===== config.mk =====
export PLATFORM = sky130hd
export DESIGN_NAME = register_file_param
export DESIGN_NICKNAME = d
export VERILOG_FILES = /design/src/rtl/register_file_param.sv
export SDC_FILE = /design/constraint.sdc
export NUM_CORES = 1
export LEC_CHECK = 0
export ABC_AREA = 1
export BUFFER_PORTS_ARGS = -buffer_cell sky130_fd_sc_hd__buf_2
export CORE_MARGIN = 5
export CORE_UTILIZATION = 55
export DETAILED_ROUTE_END_ITERATION = 10
export GPL_TIMING_DRIVEN = 0
export MAX_ROUTING_LAYER = met4
export PLACE_DENSITY = 0.74
export SYNTH_ARGS = -nofsm -noshare
export SYNTH_HDL_FRONTEND = slang
export SYNTH_SLANG_ARGS = --single-unit

===== constraint.sdc =====
create_clock -name clk -period 2.4 [get_ports clk]
set_clock_uncertainty 0.1 [all_clocks]
set_input_delay 0.24 -clock clk [delete_from_list [all_inputs] [get_ports clk]]
set_output_delay 0.24 -clock clk [all_outputs]
set_load 0.02 [all_outputs]

===== src/rtl/register_file_param.sv =====
// register_file_param
//   Parametrised register file: DEPTH words of WIDTH bits, one synchronous
//   byte-enabled write port and two independent asynchronous read ports.
//
// Parameters
//   WIDTH    data width, multiple of 8
//   DEPTH    number of entries, >= 2, need not be a power of two
//   AW       address width, 2**AW >= DEPTH
//   ZERO_REG 1: entry 0 always reads zero and ignores writes
//
// Ports
//   clk                    rising-edge clock
//   rst                    synchronous active-low reset (clears storage and err)
//   write                  write request
//   writeaddr / writedata  write address / data
//   byteen                 per-byte write enable, bit i -> writedata[8i+7:8i]
//   readaddr0/1            read addresses
//   readdata0/1            read data (zero for out-of-range or hard-wired entry 0)
//   err                    sticky: a write to an address >= DEPTH was seen
//
// Build option
//   REGFILE_BYPASS_EN  when defined, a read of the entry being written in the
//                      same cycle returns the merged (post-write) word.

module register_file_param #(
    parameter int unsigned WIDTH    = 16,
    parameter int unsigned DEPTH    = 8,
    parameter int unsigned AW       = 3,
    parameter bit          ZERO_REG = 1'b0
) (
    input  logic               clk,
    input  logic               rst,
    input  logic               write,
    input  logic [AW-1:0]      writeaddr,
    input  logic [WIDTH-1:0]   writedata,
    input  logic [WIDTH/8-1:0] byteen,
    input  logic [AW-1:0]      readaddr0,
    input  logic [AW-1:0]      readaddr1,
    output logic [WIDTH-1:0]   readdata0,
    output logic [WIDTH-1:0]   readdata1,
    output logic               err
);

    localparam int unsigned NB = WIDTH / 8;
    // DEPTH expressed in AW+1 bits so address range checks are width-matched
    localparam logic [AW:0] DEPTH_W = (AW+1)'(DEPTH);

    logic [WIDTH-1:0] mem [DEPTH];

    logic             wr_inrange;
    logic             wr_ok;
    logic             rd0_ok;
    logic             rd1_ok;
    logic [WIDTH-1:0] stored_w;
    logic [WIDTH-1:0] merged;

    always_comb begin
        wr_inrange = ({1'b0, writeaddr} < DEPTH_W);
        wr_ok      = rst && write && wr_inrange && !(ZERO_REG && (writeaddr == '0));
        rd0_ok     = ({1'b0, readaddr0} < DEPTH_W) && !(ZERO_REG && (readaddr0 == '0));
        rd1_ok     = ({1'b0, readaddr1} < DEPTH_W) && !(ZERO_REG && (readaddr1 == '0));
    end

    // Stored word at the write address; only consumed when wr_ok, so the
    // out-of-range case never reaches storage or the read ports.
    always_comb begin
        stored_w = '0;
        if (wr_inrange) begin
            stored_w = mem[writeaddr];
        end
    end

    // Byte-merge of write data over the currently stored word
    for (genvar b = 0; b < NB; b++) begin : g_merge
        always_comb begin
            merged[8*b +: 8] = byteen[b] ? writedata[8*b +: 8] : stored_w[8*b +: 8];
        end
    end

    always_ff @(posedge clk) begin
        if (!rst) begin
            mem <= '{default: '0};
            err <= 1'b0;
        end else begin
            if (write && !wr_inrange) begin
                err <= 1'b1;
            end
            if (wr_ok) begin
                mem[writeaddr] <= merged;
            end
        end
    end

    always_comb begin
        readdata0 = '0;
        if (rd0_ok) begin
            readdata0 = mem[readaddr0];
        end
`ifdef REGFILE_BYPASS_EN
        if (wr_ok && (readaddr0 == writeaddr)) begin
            readdata0 = merged;
        end
`endif
    end

    always_comb begin
        readdata1 = '0;
        if (rd1_ok) begin
            readdata1 = mem[readaddr1];
        end
`ifdef REGFILE_BYPASS_EN
        if (wr_ok && (readaddr1 == writeaddr)) begin
            readdata1 = merged;
        end
`endif
    end

endmodule


==> results.yml <==
global_route:
  grt_pass1_wl_mm: 47.6
  antenna_found_initial: 0
  grt.total_usage_pct: 38.1
  grt_pass1_vias: 8712
  grt_max_degree: 17
  overflow: 0
logic_synthesis:
  async_reset_ff_share_pct: 0
  ys_seq_area_share_pct: 32.1
  syn_nets: 1271
  synth_area_sq_um: 7970
  synth_cells: 1241
  synth_cell_types: 23
  syn-mean-instance-area_sq_um: 6.42
  yosysWarnings: 0
  ys.flop_type: "dfxtp_1"
  synth_edf_count: 0
  ys_ff_latch: 128
clocking:
  cts.sinks: 128
  clock_latency_ns: 0.43
  htreeDepth: 4
  cts_tree: "built"
  cts.reportedPaths.clkPinSlew_ns: 0.05
  clk_path_buf_depth: 2
  clockRootBuffer: "clkbuf_16"
  numCtsBuffers: 17
critical_path:
  cp_slowest_cell: "clkbuf_1"
  worst_setup_path_start_kind: "primary input"
  rr_worst_depth: 5
  endpoint: "readdata0[10]"
  critPathMaxStageDelay_ns: 0.49
  reg2reg_slack_ns: 0.88
  crit_start: "readaddr0[0]"
  cp_top_family: "buffers and inverters"
  crit_buf_inv: 4
  r2r_start: "mem[56]$_SDFFE_PN0P_"
  crit_cells: 9
  cpMostUsedCell: "buf_2"
  cp-end-kind: "primary output"
  cp_max_fo: 10
  path_cells: "buf_2 -> clkbuf_1 -> buf_2 -> a21oi_1 -> o21ai_0 -> nand2_1 -> nor2_1 -> a31oi_1 -> buf_2"
  critPathArrivalTime_ns: 1.98
  worstPathRequired_ns: 2.06
  crit_type: "primary input to primary output"
  r2r_end: "mem[40]$_SDFFE_PN0P_"
finish:
  biggestRegsByFlops: "mem: 128 flops"
  fill_cells: 1359
  utilization_pct: 63.0
  layout_commonest_cell: "a21oi_1"
  final-seq-area_sq_um: 2560
  multi_input_area_sq_um: 4460
  largest_reg_flops: 128
  fin_nets: 1348
  drive_gt1_share_pct: 12.4
  syn_to_final_growth_pct: 13.5
  layout_common_cells: "254 x a21oi_1, 247 x o21ai_0, 168 x nand2_1"
  largest_register: "mem"
  diodes: 0
placed_design:
  hpwl_mm: 24.9
  port_buffers: 58
  gp_congestion: 1.07
hold_path:
  hold_class: "primary input to flop"
route:
  drt_iter0_markers: 1441
  vias_per_cell: 6.32
  first_pass_iters: 6
  wire_per_inst_um: 21.0
  drcViolationCount: 0
  postRouteWirelength_mm: 31.8
  vias: 9568
  ant_nets: 0
sta:
  setup_viol: 0
  slew_headroom_pct: 55.1
  finalCritPeriodShare_pct: 96.7
  tightest_slew_ns: 0.673
  finalHoldViolCount: 0
  fmax_mhz: 431
  setup_tns_ns: 0
  finalMaxSlewViolations: 0
  rsz0062_at_grt: "false"
  period_needed_ns: 2.32
floorplanning:
  io_pins: 63
  rows: 44
  die_area_sq_um: 17000
  die_w_um: 130
  die_y_um: 130
  core_sq_um: 14400
  initial_utilization_pct: 55.5
power:
  power_frac_seq_pct: 38.3
  ir_drop_mv: 0.491
  power.internal_mw: 4.06
  p_leak_nw: 3.76
  powerDensity_nw_per_um2: 638
  netSwitchingFraction_pct: 29.8
  p_sw_mw: 1.72
  p_comb_share_pct: 18.2
  power.share.clock_pct: 43.6
run_status:
  status: "finished, final reports clean"
flow_run:
  drv_cap: 0
[cell type report]
class,count,area share (%)
buffer,105,5.21
clock buffer,24,5.21
clock inverter,7,0.940
inverter,127,5.27
multi-input combinational,881,49.3
sequential,128,28.3
tap,184,2.54
timing repair buffer,58,3.21
[tightest hold or removal path: cells and delay by family]
family / cells / cell delay [ns]
AO/OA/AOI/OAI: 2 / 0.35
buffers and inverters: 1 / 0.07
AND/OR/NAND/NOR: 1 / 0.03
[cells in the mapped netlist (11+ instances only)]
cell type	instances	share of area [%]
a21oi_1	254	16
o21ai_0	247	16
nand2_1	168	7.9
dfxtp_1	128	32
inv_1	119	5.6
nand3_1	79	5.0
clkbuf_1	67	3.2
nor2_1	51	2.4
a31oi_1	32	2.5
buf_2	17	1.1
o21bai_4	16	3.8
or2_2	16	1.3
buf_4	11	1.0
[power by group through the flow]
stage | clock network (mW) | registers (mW) | logic [mW]
2_1_floorplan | 0 | 2.24 | 0.680
3_3_place_gp | 0 | 2.25 | 1.00
3_5_place_dp | 0 | 2.25 | 1.01
4_1_cts | 2.50 | 2.21 | 1.02
5_1_grt | 2.62 | 2.21 | 1.12
6_report | 2.52 | 2.21 | 1.05
[what timing repair did]
action                     CTS  global route
hold buffers                 0             0
setup endpoints to repair    0             6
gates resized for setup      0             4
setup buffers                0             0
[how the worst min path moves through the flow]
stage / slack [ns] / cells past startpoint / endpoint / start
after floorplan: 0.39 / 2 / mem[92]$_SDFFE_PN0P_ / mem[92]$_SDFFE_PN0P_
after global placement: 0.41 / 2 / mem[41]$_SDFFE_PN0P_ / mem[41]$_SDFFE_PN0P_
after detailed placement: 0.41 / 2 / mem[94]$_SDFFE_PN0P_ / mem[94]$_SDFFE_PN0P_
after CTS: 0.22 / 4 / mem[64]$_SDFFE_PN0P_ / writedata[0]
after global routing: 0.24 / 4 / mem[44]$_SDFFE_PN0P_ / writedata[12]
final: 0.22 / 4 / mem[80]$_SDFFE_PN0P_ / writedata[0]
[metal layers]
| metal | vias to the layer above | global-route usage, % | share of wire, % |
|---|---|---|---|
| met1 | 4432 | 47.9 | 40 |
| met5 | - | - | 0 |
| li1 | 4362 | - | - |
| met3 | 152 | 5.89 | 9.5 |
| met4 | 0 | 21.2 | 6.4 |
| met2 | 622 | 58.9 | 44 |
[through the flow]
stage	cells	instance area [sq um]	hold slack, ns	setup WS [ns]	power [mW]
6_report	1514	9050	0.216	0.0790	5.78
5_1_grt	1514	9050	0.245	0.0146	5.95
4_1_cts	1514	9050	0.222	0.0413	5.73
3_5_place_dp	1483	8490	0.412	0.111	3.26
3_3_place_gp	1483	8490	0.409	0.111	3.25
2_1_floorplan	1241	7970	0.390	0.676	2.92
[kinds of logic after synthesis]
logic type / synth area share (%)
buf+inv: 11.9
flops: 32.1
other cells: 0.0470
compound gates: 38.4
simple gates: 17.6
Power figures use the tool's default switching activity.
